==> src/rtl/modcount_pkg.sv <==
// Shared types and helpers for the modulo-N counter.
// Optional feature macro used across the block: MODCOUNT_RUNTIME_TERM_EN.
package modcount_pkg;

  typedef enum logic {DIR_UP = 1'b0, DIR_DOWN = 1'b1} dir_e;
  typedef enum logic {MODE_WRAP = 1'b0, MODE_ONESHOT = 1'b1} mode_e;

  // Loads at or above the modulus saturate to the top count instead of aliasing.
  function automatic logic [31:0] clamp_load(input logic [31:0] val, input logic [31:0] mod);
    logic [31:0] res_s;
    if (val >= mod) begin
      res_s = mod - 32'd1;
    end else begin
      res_s = val;
    end
    return res_s;
  endfunction

endpackage

==> src/rtl/modcount_if.sv <==
// Control/status bundle of the modulo-N counter.
// Carries i_term only when MODCOUNT_RUNTIME_TERM_EN is defined.
interface modcount_if #(
  parameter int WIDTH = 7
);
  logic             i_enable;
  logic             i_dir;
  logic             i_mode;
  logic             i_clear;
  logic             i_load;
  logic [WIDTH-1:0] i_load_val;
`ifdef MODCOUNT_RUNTIME_TERM_EN
  logic [WIDTH-1:0] i_term;
`endif
  logic [WIDTH-1:0] o_val;
  logic             o_last;
  logic             o_wrap;
  logic             o_done;

  modport master (
    output i_enable, i_dir, i_mode, i_clear, i_load, i_load_val,
`ifdef MODCOUNT_RUNTIME_TERM_EN
    output i_term,
`endif
    input  o_val, o_last, o_wrap, o_done
  );

  modport slave (
    input  i_enable, i_dir, i_mode, i_clear, i_load, i_load_val,
`ifdef MODCOUNT_RUNTIME_TERM_EN
    input  i_term,
`endif
    output o_val, o_last, o_wrap, o_done
  );
endinterface

==> src/rtl/modcount_next.sv <==
// Combinational next-state logic of the modulo-N counter: value, wrap pulse, done flag.
// With MODCOUNT_RUNTIME_TERM_EN the up-terminal is min(term, MOD-1) instead of MOD-1.
module modcount_next
  import modcount_pkg::*;
#(
  parameter int MOD   = 118,
  parameter int WIDTH = $clog2(MOD)
) (
  input  logic [WIDTH-1:0] val,
  input  logic             done,
  input  logic             enable,
  input  logic             dir,
  input  logic             mode,
  input  logic             clear,
  input  logic             load,
  input  logic [WIDTH-1:0] load_val,
`ifdef MODCOUNT_RUNTIME_TERM_EN
  input  logic [WIDTH-1:0] term,
`endif
  output logic [WIDTH-1:0] up_term,
  output logic [WIDTH-1:0] val_nxt,
  output logic             wrap_nxt,
  output logic             done_nxt
);

  localparam logic [WIDTH-1:0] MAX_VAL  = WIDTH'(MOD - 1);
  localparam logic [WIDTH-1:0] ZERO_VAL = {WIDTH{1'b0}};
  localparam logic [WIDTH-1:0] ONE_VAL  = WIDTH'(1);

  dir_e             dir_s;
  mode_e            mode_s;
  logic [WIDTH-1:0] load_clamped_s;

  assign dir_s          = dir_e'(dir);
  assign mode_s         = mode_e'(mode);
  assign load_clamped_s = WIDTH'(clamp_load(32'(load_val), 32'(MOD)));

`ifdef MODCOUNT_RUNTIME_TERM_EN
  // Effective up-terminal saturates the runtime request at the modulus.
  always_comb begin
    if (term > MAX_VAL) begin
      up_term = MAX_VAL;
    end else begin
      up_term = term;
    end
  end
`else
  assign up_term = MAX_VAL;
`endif

  // Priority clear > load > enable > hold; any value above the up-terminal counts as terminal.
  always_comb begin
    val_nxt  = val;
    wrap_nxt = 1'b0;
    done_nxt = done;
    if (clear) begin
      done_nxt = 1'b0;
      if (dir_s == DIR_DOWN) begin
        val_nxt = up_term;
      end else begin
        val_nxt = ZERO_VAL;
      end
    end else if (load) begin
      val_nxt  = load_clamped_s;
      done_nxt = 1'b0;
    end else if (enable) begin
      case (dir_s)
        DIR_UP: begin
          if (val >= up_term) begin
            if (mode_s == MODE_ONESHOT) begin
              done_nxt = 1'b1;
            end else begin
              val_nxt  = ZERO_VAL;
              wrap_nxt = 1'b1;
            end
          end else begin
            val_nxt = val + ONE_VAL;
          end
        end
        DIR_DOWN: begin
          if (val == ZERO_VAL) begin
            if (mode_s == MODE_ONESHOT) begin
              done_nxt = 1'b1;
            end else begin
              val_nxt  = up_term;
              wrap_nxt = 1'b1;
            end
          end else begin
            val_nxt = val - ONE_VAL;
          end
        end
        default: begin
          val_nxt = val;
        end
      endcase
    end else begin
      val_nxt = val;
    end
  end

endmodule

==> src/rtl/modcount.sv <==
// Parametrised modulo-N up/down counter with wrap/one-shot modes, load, clear, wrap pulse and done flag.
// Optional runtime terminal via MODCOUNT_RUNTIME_TERM_EN (adds i_term to modcount_if).
module modcount
  import modcount_pkg::*;
#(
  parameter int MOD       = 118,
  parameter int WIDTH     = $clog2(MOD),
  parameter int RESET_VAL = 0
) (
  input  logic      clk,
  input  logic      reset_n,
  modcount_if.slave bus
);

  localparam logic [WIDTH-1:0] RESET_VAL_W = WIDTH'(RESET_VAL);
  localparam logic [WIDTH-1:0] ZERO_VAL    = {WIDTH{1'b0}};

  if (MOD < 2) begin : g_bad_mod
    $error("modcount: MOD must be at least 2");
  end
  if ((RESET_VAL < 0) || (RESET_VAL >= MOD)) begin : g_bad_reset_val
    $error("modcount: RESET_VAL must lie in 0..MOD-1");
  end

  logic [WIDTH-1:0] val_r;
  logic             wrap_r;
  logic             done_r;
  logic [WIDTH-1:0] val_nxt_s;
  logic             wrap_nxt_s;
  logic             done_nxt_s;
  logic [WIDTH-1:0] up_term_s;
  logic             last_s;

  modcount_next #(
    .MOD   (MOD),
    .WIDTH (WIDTH)
  ) u_next (
    .val      (val_r),
    .done     (done_r),
    .enable   (bus.i_enable),
    .dir      (bus.i_dir),
    .mode     (bus.i_mode),
    .clear    (bus.i_clear),
    .load     (bus.i_load),
    .load_val (bus.i_load_val),
`ifdef MODCOUNT_RUNTIME_TERM_EN
    .term     (bus.i_term),
`endif
    .up_term  (up_term_s),
    .val_nxt  (val_nxt_s),
    .wrap_nxt (wrap_nxt_s),
    .done_nxt (done_nxt_s)
  );

  // Count, wrap pulse and sticky done; reset drops any pending pulse immediately.
  always_ff @(posedge clk or negedge reset_n) begin
    if (!reset_n) begin
      val_r  <= RESET_VAL_W;
      wrap_r <= 1'b0;
      done_r <= 1'b0;
    end else begin
      val_r  <= val_nxt_s;
      wrap_r <= wrap_nxt_s;
      done_r <= done_nxt_s;
    end
  end

  // Terminal detect follows i_dir combinationally, no register stage.
  always_comb begin
    last_s = 1'b0;
    if (dir_e'(bus.i_dir) == DIR_DOWN) begin
      last_s = (val_r == ZERO_VAL);
    end else begin
      last_s = (val_r == up_term_s);
    end
  end

  assign bus.o_val  = val_r;
  assign bus.o_wrap = wrap_r;
  assign bus.o_done = done_r;
  assign bus.o_last = last_s;

endmodule

==> src/flat_wrapper.sv <==
// flat-port wrapper written by rule: the top's interface ports become plain ports
module modcount_flat import modcount_pkg::*;
#(
  parameter int MOD       = 118,
  parameter int WIDTH     = $clog2(MOD),
  parameter int RESET_VAL = 0
)
  (clk, reset_n, bus_i_enable, bus_i_dir, bus_i_mode, bus_i_clear, bus_i_load, bus_i_load_val, bus_o_val, bus_o_last, bus_o_wrap, bus_o_done);
  modcount_if #(.WIDTH(WIDTH)) bus_i ();
  input  logic clk;
  input  logic reset_n;
  input wire logic [$bits(bus_i.i_enable)-1:0] bus_i_enable;
  input wire logic [$bits(bus_i.i_dir)-1:0] bus_i_dir;
  input wire logic [$bits(bus_i.i_mode)-1:0] bus_i_mode;
  input wire logic [$bits(bus_i.i_clear)-1:0] bus_i_clear;
  input wire logic [$bits(bus_i.i_load)-1:0] bus_i_load;
  input wire logic [$bits(bus_i.i_load_val)-1:0] bus_i_load_val;
  output wire logic [$bits(bus_i.o_val)-1:0] bus_o_val;
  output wire logic [$bits(bus_i.o_last)-1:0] bus_o_last;
  output wire logic [$bits(bus_i.o_wrap)-1:0] bus_o_wrap;
  output wire logic [$bits(bus_i.o_done)-1:0] bus_o_done;
  assign bus_i.i_enable = bus_i_enable;
  assign bus_i.i_dir = bus_i_dir;
  assign bus_i.i_mode = bus_i_mode;
  assign bus_i.i_clear = bus_i_clear;
  assign bus_i.i_load = bus_i_load;
  assign bus_i.i_load_val = bus_i_load_val;
  assign bus_o_val = bus_i.o_val;
  assign bus_o_last = bus_i.o_last;
  assign bus_o_wrap = bus_i.o_wrap;
  assign bus_o_done = bus_i.o_done;
  modcount #(.MOD(MOD), .WIDTH(WIDTH), .RESET_VAL(RESET_VAL)) u_core (.clk(clk), .reset_n(reset_n), .bus(bus_i));
endmodule
==> config.mk <==
export PLATFORM = sky130hd
export DESIGN_NAME = modcount_flat
export DESIGN_NICKNAME = d
export VERILOG_FILES = /design/src/rtl/modcount_pkg.sv /design/src/rtl/modcount_if.sv /design/src/rtl/modcount_next.sv /design/src/rtl/modcount.sv /design/src/flat_wrapper.sv
export SDC_FILE = /design/constraint.sdc
export NUM_CORES = 1
export LEC_CHECK = 0
export ABC_CLOCK_PERIOD_IN_PS = 6700
export CAP_MARGIN = 20
export CORE_MARGIN = 8
export CORE_UTILIZATION = 28
export DETAILED_ROUTE_END_ITERATION = 16
export DONT_BUFFER_PORTS = 1
export HOLD_SLACK_MARGIN = 0.06
export PLACE_DENSITY = 0.38
export SYNTH_ARGS = -nofsm -noshare
export SYNTH_HDL_FRONTEND = slang
export SYNTH_SLANG_ARGS = --single-unit
==> constraint.sdc <==
create_clock -name clk -period 6.7 [get_ports clk]
set_clock_uncertainty 0.2 [all_clocks]
set_input_delay 1.005 -clock clk [delete_from_list [all_inputs] [get_ports clk]]
set_output_delay 1.005 -clock clk [all_outputs]
set_load 0.03 [all_outputs]
==> results.py, run 1 <==
metrics = {
    "sta": {
        "max_freq_mhz": 309,
        "tightest_slew_ps": 826,
        "layout_min_cycle_time_ps": 3230,
        "fin_setup_tns_ps": 0,
        "fin_crit_sh": 0.482,
        "hold_slack_ps": 232,
        "setup_viol": 0,
        "slew_headroom": 0.449,
        "rsz0062_at_grt": "false",
        "timing.final.hold_violations": 0,
        "slew_violations": 0,
    },
    "setup_path": {
        "criticalPathCategory": "flip-flop to output pin",
        "critPathCaptureType": "output pin",
        "cp.required_ps": 5490,
        "critical_path_peak_fanout": 10,
        "crit_path_start_kind": "flip-flop",
        "cp-startpoint": "u_core.bus.o_val[0]",
        "reg2reg_from": "u_core.bus.o_val[0]",
        "worstPathArrival_ps": 2030,
    },
    "die": {
        "core_area_sq_mm": 0.00334,
        "dieArea_sq_mm": 0.00561,
        "num_io_pins": 24,
        "rows": 21,
        "dieHeight_um": 74.9,
        "die_w_um": 74.9,
        "initial_core_util": 0.291,
    },
    "global_route": {
        "grt_usage": 0.115,
        "grt_pass1_vias": 895,
        "antenna_found_initial": 0,
        "grt_pass1_wl_um": 4770,
        "grt_start_max_net_pins": 15,
        "grt_overflow_total": 0,
    },
    "yosys": {
        "netlist.area_leader.share": 0.232,
        "syn_inst": 121,
        "ys_types": 45,
        "synth_seq_cells": 9,
        "synth_fa_ha_area_frac": 0.0515,
        "synthSimpleGateAreaFrac": 0.290,
        "synthFlopType": "dfrtp_1",
        "syn_area_per_cell_sq_um": 8.03,
        "synth_compound_area_frac": 0.281,
        "synth_top_family_by_area": "simple AND/OR/NAND/NOR gates",
        "netlist_area_sq_um": 972,
        "ys_async_sr_fraction": 1.00,
        "synth_warnings": 0,
        "yosysMostFrequentCell": "nor2_1",
        "synth.area.top_cells": "dfrtp_1 23%, ha_1 5.1%, a21oi_1 4.6%",
        "synth_xor_area_frac": 0.0270,
        "synth.yosys.seq_area_share": 0.232,
        "synth_mux_area_frac": 0.0335,
        "synthTopCellsByCount": "10 x nor2_1, 9 x a21oi_1, 9 x dfrtp_1, 9 x nand2_1, 8 x inv_1",
        "synth_edf_count": 0,
        "yosys.area.top_type": "dfrtp_1",
        "synth_fp_nets": 139,
    },
    "drt": {
        "via_per_inst": 5.56,
        "first_pass_iters": 4,
        "drc_errors": 0,
        "vias": 912,
        "wl_per_cell_um": 18.7,
        "drt_wl_total_um": 3060,
        "first_iter_violations": 50,
        "drtAntennaViolNets": 0,
    },
    "power": {
        "ir_drop_v": 0.0000762,
        "p_leak_nw": 0.404,
        "p_per_area_mw_per_mm2": 192,
    },
    "final_layout": {
        "design_area_sq_mm": 0.00100,
        "nNetsFinal": 137,
        "synthToLayoutAreaGrowth_pct": 3.09,
        "drive_above_1_share": 0.0932,
        "fin_util": 0.300,
        "num_antenna_cells": 0,
    },
    "clock_network": {
        "cts_made_buffers": 3,
        "cts_tree": "built",
        "cts_resized": 0,
        "cts-root-buf": "clkbuf_4",
        "clk_pin_slew_ps": 60,
        "htree_levels": 1,
        "postCtsSetupBuffers": 0,
        "holdBufCountCts": 0,
        "cts_sinks": 9,
        "worstSkewPairLatency_ps": 260,
        "cts.path.max_buffers": 2,
    },
    "placement": {
        "port_buffers": 0,
        "placed_cell_area_sq_um": 976,
        "post-dp-hpwl_um": 2350,
        "gp_congestion": 0.876,
    },
    "min_path": {
        "hold_path_class": "input pin to asynchronous set/reset pin",
    },
    "flow_run": {
        "drv_cap": 0,
    },
    "run_status": {
        "status": "completed",
    },
}
-- sequential cells by signal (all words and copies together) (netlist names) --
| register | count |
|---|---|
| u_core.bus.o_val | 7 |
| u_core.bus.o_done | 1 |
| u_core.bus.o_wrap | 1 |
-- power breakdown --
group          switching [mW]  total (mW)  internal [mW]
registers              0.0329      0.0921         0.0593
clock network          0.0192      0.0422         0.0229
logic                  0.0298      0.0578         0.0280
-- kinds of logic after synthesis --
family                     count (synthesis)
muxes                                      3
AOI/OAI and AO/OA                         39
buffers and inverters                     15
adders and majority gates                  4
DFF                                        9
xor gates and xnor gates                   3
and+or+nand+nor                           48
-- stage by stage --
step	setup slack (ps)	instances	power [mW]
4_1_cts	3420	164	0.195
2_1_floorplan	3910	121	0.141
3_3_place_gp	3700	160	0.153
3_5_place_dp	3710	160	0.152
6_report	3470	164	0.192
5_1_grt	3260	164	0.208
-- cell type report --
cell class	instances	area (sq um)
well taps	46	57.6
multi-input cells	97	663
flip-flops and latches	9	225
fillers	375	2330
clock buffers	4	26.3
inverters	8	30.0
-- cells in the final DEF, fill, tap and decap left out, drive strengths merged, types with 2 or more instances in the layout --
master,count
a21boi,2
a21oi,9
a31oi,5
and3,3
and4b,2
clkbuf,4
dfrtp,9
ha,4
inv,8
mux2,2
nand2,9
nand2b,2
nand3,7
nand4,2
nor2,10
nor2b,3
nor3,4
o21ai,10
o31ai,2
or2,2
xnor2,3
-- metal layers --
| layer | up-vias | track usage | routed length (um) |
|---|---|---|---|
| met4 | 0 | 0.0217 | 8 |
| met5 | - | 0 | 0 |
| met3 | 2 | 0.0666 | 330 |
| li1 | 441 | - | - |
| met2 | 28 | 0.171 | 1390 |
| met1 | 441 | 0.139 | 1330 |
-- critical path, stage by stage (launching register included) --
cell and delay, ps:
dfrtp_1 610, inv_1 210, ha_1 180, nor2b_1 330
nand3_1 160, nand2_1 270
-- path summary, 6_finish.rpt --
check	end	slack [ps]	cells past startpoint
setup / recovery	bus_o_last	3470	5
min in group clk	u_core.bus.o_val[6]	570	2
hold / removal	u_core.bus.o_done	230	0
hold reg to reg	u_core.bus.o_val[6]	570	2
max in group asynchronous	u_core.bus.o_wrap	5990	0
setup reg to reg	u_core.bus.o_val[4]	3790	7
No activity file was read; power rests on OpenSTA's default activity.
==> run 2, diff against run 1 <==
- ABC_CLOCK_PERIOD_IN_PS: 6700 -> 3200
- clock period: 6.7 -> 3.2 ns (I/O delays scaled with it)
==> run 2 against run 1 <==
Against the previous run: flip-flop and latch count is the same; sequential share of layout area shrank 0.71 points; sequential power grew 83%; via count shrank 1.5%.
==> results.py, run 2 (synthesis gave the netlist of run 1 again) <==
metrics = {
    "run_status": {
        "status": "completed",
    },
    "power": {
        "ir_drop_v": 0.000218,
        "p_leak_nw": 0.423,
        "p_sw_uw": 175,
        "power_frac_seq": 0.408,
        "pwr-share-comb": 0.373,
        "p_per_area_mw_per_mm2": 399,
        "p_sw_frac": 0.424,
        "pwr-share-clk": 0.219,
        "p_int_uw": 238,
    },
    "clock_network": {
        "holdBufCountCts": 1,
        "postCtsSetupBuffers": 0,
        "htree_levels": 1,
        "cts_sinks": 9,
        "cts_resized": 0,
        "cts-root-buf": "clkbuf_4",
        "clk_pin_slew_ps": 60,
        "cts_tree": "built",
        "cts.path.max_buffers": 2,
        "cts_made_buffers": 3,
        "worstSkewPairLatency_ps": 270,
    },
    "die": {
        "dieHeight_um": 74.9,
        "core_area_sq_mm": 0.00334,
        "rows": 21,
        "die_w_um": 74.9,
        "dieArea_sq_mm": 0.00561,
        "initial_core_util": 0.291,
        "num_io_pins": 24,
    },
    "drt": {
        "vias": 898,
        "via_per_inst": 5.35,
        "first_iter_violations": 48,
        "drt_wl_total_um": 2920,
        "wl_per_cell_um": 17.4,
        "first_pass_iters": 4,
        "drtAntennaViolNets": 0,
        "drc_errors": 0,
    },
    "sta": {
        "slew_violations": 0,
        "timing.final.ws_setup_ps": 662,
        "setup_viol": 0,
        "hold_slack_ps": 86.3,
        "fin_crit_sh": 0.793,
        "layout_min_cycle_time_ps": 2540,
        "timing.final.hold_violations": 0,
        "slew_headroom": 0.510,
        "tightest_slew_ps": 736,
        "rsz0062_at_grt": "false",
        "fin_setup_tns_ps": 0,
        "max_freq_mhz": 394,
    },
    "global_route": {
        "grt_overflow_total": 0,
        "grt_pass1_wl_um": 4610,
        "grt_start_max_net_pins": 15,
        "grt_usage": 0.111,
        "antenna_found_initial": 0,
        "grt_pass1_vias": 889,
    },
    "placement": {
        "placedCellCount": 163,
        "gp_congestion": 0.829,
        "port_buffers": 0,
        "post-dp-hpwl_um": 2330,
        "dp_slack_ps": 736,
    },
    "flow_run": {
        "drv_cap": 0,
    },
    "final_layout": {
        "largest_reg_flops": 7,
        "nNetsFinal": 141,
        "final_cell_mix": "10 x nor2_1, 9 x nand2_1, 9 x a21oi_1, 9 x dfrtp_1, 8 x inv_1",
        "synthToLayoutAreaGrowth_pct": 6.43,
        "finalNonFillerCells": 168,
        "num_antenna_cells": 0,
        "final_common_cell": "nor2_1",
        "drive_above_1_share": 0.115,
    },
    "min_path": {
        "hold_path_class": "input pin to flip-flop",
    },
    "setup_path": {
        "path_buf_inv": 0,
        "crit_path_start_kind": "flip-flop",
        "cpMaxStageDelayCell": "dfrtp_1",
        "critPathCaptureType": "output pin",
        "slowest_delay_ps": 650,
        "path_delay_family": "simple AND/OR/NAND/NOR gates",
        "worstPathArrival_ps": 1860,
        "cp.required_ps": 2520,
        "cp_cell_sequence": "nor4_4, nand3_1, nand2_1",
        "critical_path_peak_fanout": 11,
        "criticalPathCategory": "flip-flop to output pin",
    },
}
-- run 2: area by class of cell --
cell class | count | area (sq um)
repair buffers | 4 | 32.5
well taps | 46 | 57.6
inverters | 8 | 30.0
fillers | 374 | 2300
clock buffers | 4 | 26.3
flip-flops and latches | 9 | 225
multi-input cells | 97 | 663
-- run 2: routing by layer --
layer | wire, um | track usage | part of all wire
met1 | 1310 | 0.139 | 0.45
met2 | 1270 | 0.162 | 0.43
met3 | 305 | 0.0506 | 0.10
met4 | 35 | 0.0391 | 0.012
met5 | 0 | 0 | 0
-- run 2: per-stage QoR --
| stage | area [sq um] | utilization | total power [mW] |
|---|---|---|---|
| after floorplan | 972 | - | 0.295 |
| after global placement | 998 | 0.299 | 0.326 |
| after detailed placement | 998 | 0.299 | 0.323 |
| after CTS | 1030 | 0.310 | 0.417 |
| after global routing | 1030 | 0.310 | 0.447 |
| final | 1030 | 0.310 | 0.413 |
-- run 2: path summary, 6_finish.rpt --
kind	from	to	slack (ps)	depth (start not counted)
worst min-delay path	bus_i_clear	u_core.bus.o_done	90	1
worst max register to register	u_core.bus.o_val[2]	u_core.bus.o_val[4]	730	5
worst min register to register	u_core.bus.o_val[4]	u_core.bus.o_val[4]	470	1
min in group asynchronous	reset_n	u_core.bus.o_val[4]	390	1
max in group asynchronous	reset_n	u_core.bus.o_done	2100	1
worst max-delay path	u_core.bus.o_val[3]	bus_o_last	660	3
-- run 2: worst register-to-register path, stage by stage, from the launching register on --
cell and delay [ps]:
dfrtp_1 820, o31a_1 280, o21ai_2 80, a31oi_2 540, nor3_1 110, a221o_1 330
-- run 2: power by group through the flow --
stage	Sequential, mW	Combinational, mW	Clock, mW
5_1_grt	0.172	0.172	0.103
3_5_place_dp	0.171	0.152	0
4_1_cts	0.169	0.156	0.0926
2_1_floorplan	0.168	0.128	0
3_3_place_gp	0.171	0.155	0
6_report	0.169	0.154	0.0904
==> run 3, diff against run 2 <==
- ABC_CLOCK_PERIOD_IN_PS: 3200 -> 2500
- clock period: 3.2 -> 2.5 ns (I/O delays scaled with it)
==> run 3 against run 2 <==
Against the previous run: utilization grew 2.8 points; via count grew 6.0%; flip-flop and latch count unchanged; critical endpoint is now u_core.bus.o_done; highest routed layer unchanged.
==> results.py, run 3 (synthesis gave the netlist of run 1 again) <==
metrics = {
    "sta": {
        "fin_crit_sh": 0.956,
        "fin_setup_tns_ps": 0,
        "setup_viol": 0,
        "tightest_slew_ps": 484,
        "timing.final.hold_violations": 0,
        "layout_min_cycle_time_ps": 2390,
        "slew_headroom": 0.677,
        "rsz0062_at_grt": "false",
        "slew_violations": 0,
        "max_freq_mhz": 419,
        "timing.final.ws_setup_ps": 111,
    },
    "die": {
        "dieArea_sq_mm": 0.00561,
        "num_io_pins": 24,
        "die_w_um": 74.9,
        "initial_core_util": 0.291,
        "dieHeight_um": 74.9,
        "core_area_sq_mm": 0.00334,
        "rows": 21,
    },
    "global_route": {
        "grt_usage": 0.116,
        "grt_start_max_net_pins": 15,
        "antenna_found_initial": 0,
        "grt_pass1_wl_um": 4850,
        "grt_overflow_total": 0,
        "grt_pass1_vias": 939,
    },
    "power": {
        "power_frac_seq": 0.342,
        "p_per_area_mw_per_mm2": 491,
        "p_leak_nw": 0.481,
        "p_total_uw": 555,
        "pwr-share-comb": 0.460,
        "p_int_uw": 327,
        "p_sw_uw": 228,
        "p_sw_frac": 0.411,
        "pwr-share-clk": 0.198,
        "ir_drop_v": 0.000143,
    },
    "setup_path": {
        "slowest_delay_ps": 540,
        "worstPathArrival_ps": 2330,
        "cpMaxStageDelayCell": "dlygate4sd3_1",
        "path_delay_family": "compound AO/OA/AOI/OAI gates",
        "critPathCaptureType": "flip-flop",
        "cp_cell_sequence": "ha_1, o31a_1, o21ai_4, nand2_1, a31oi_1, nor3_1, dlygate4sd3_1",
        "crit_path_start_kind": "flip-flop",
        "criticalPathCategory": "flip-flop to flip-flop",
        "path_buf_inv": 1,
        "cp.required_ps": 2440,
        "critical_path_peak_fanout": 4,
    },
    "final_layout": {
        "nNetsFinal": 152,
        "final_cell_mix": "12 x buf_4, 10 x nor2_1, 9 x nand2_1, 9 x a21oi_1, 9 x dfrtp_1",
        "drive_above_1_share": 0.173,
        "synthToLayoutAreaGrowth_pct": 16.2,
        "fillers": 370,
        "final_common_cell": "buf_4",
        "largest_reg_flops": 7,
        "num_antenna_cells": 0,
    },
    "clock_network": {
        "htree_levels": 1,
        "cts.path.max_buffers": 2,
        "clk_pin_slew_ps": 60,
        "cts_made_buffers": 3,
        "cts_sinks": 9,
        "cts-root-buf": "clkbuf_4",
        "cts_tree": "built",
        "worstSkewPairLatency_ps": 260,
    },
    "flow_run": {
        "drv_cap": 0,
    },
    "placement": {
        "dp_slack_ps": 286,
        "gp_congestion": 0.794,
        "port_buffers": 0,
        "post-dp-hpwl_um": 2480,
    },
    "run_status": {
        "status": "completed",
    },
    "drt": {
        "drt_wl_total_um": 3080,
        "first_iter_violations": 36,
        "via_per_inst": 5.32,
        "drtAntennaViolNets": 0,
        "drc_errors": 0,
        "wl_per_cell_um": 17.2,
        "first_pass_iters": 4,
        "vias": 952,
    },
    "min_path": {
        "hold_path_class": "input pin to flip-flop",
    },
}
==> run 3: final cells by class <==
class / instances / area [sq um] / area share
clock buffer: 4 / 26.3 / 0.0233
inverter: 8 / 30.0 / 0.0266
multi-input combinational: 97 / 671 / 0.594
sequential: 9 / 225 / 0.199
tap: 46 / 57.6 / 0.0509
timing repair buffer: 15 / 120 / 0.106
==> run 3: metrics by stage <==
step | cell area [sq um] | std cells | hold slack [ps] | utilization
after floorplan | 972 | 121 | -121 | -
after global placement | 1050 | 170 | -120 | 0.315
after detailed placement | 1050 | 170 | -120 | 0.315
after CTS | 1110 | 177 | 92.8 | 0.332
after global routing | 1130 | 179 | 86.9 | 0.339
final | 1130 | 179 | 92.2 | 0.339
==> run 3: worst paths after layout <==
| check | start | to | slack (ps) | depth (start not counted) |
|---|---|---|---|---|
| max | u_core.bus.o_val[0] | u_core.bus.o_done | 110 | 7 |
| min | bus_i_clear | u_core.bus.o_val[1] | 90 | 2 |
| max reg2reg | u_core.bus.o_val[0] | u_core.bus.o_done | 110 | 7 |
| min reg2reg | u_core.bus.o_val[0] | u_core.bus.o_val[0] | 360 | 1 |
| max in group asynchronous | reset_n | u_core.bus.o_val[4] | 1490 | 1 |
| min in group asynchronous | reset_n | u_core.bus.o_val[3] | 300 | 1 |
==> run 3: per-layer routing <==
layer / part of all wire / track usage / wire, um
met5: 0 / 0 / 0
met4: 0.010 / 0.0370 / 31
met3: 0.080 / 0.0453 / 247
met2: 0.45 / 0.179 / 1400
met1: 0.46 / 0.143 / 1400
==> run 3: power by group through the flow <==
stage / logic [mW] / clock network (mW) / registers, mW
final: 0.255 / 0.110 / 0.190
after global routing: 0.281 / 0.128 / 0.193
after CTS: 0.251 / 0.115 / 0.190
after detailed placement: 0.243 / 0 / 0.192
after global placement: 0.246 / 0 / 0.193
after floorplan: 0.164 / 0 / 0.214
==> run 3: what timing repair did <==
| action | CTS | global route |
|---|---|---|
| endpoints found under the hold margin | 10 | 0 |
| gates resized for setup | 0 | 1 |
| setup buffers | 0 | 2 |
| endpoints found under the setup margin | 0 | 1 |
| hold buffers | 3 | 0 |
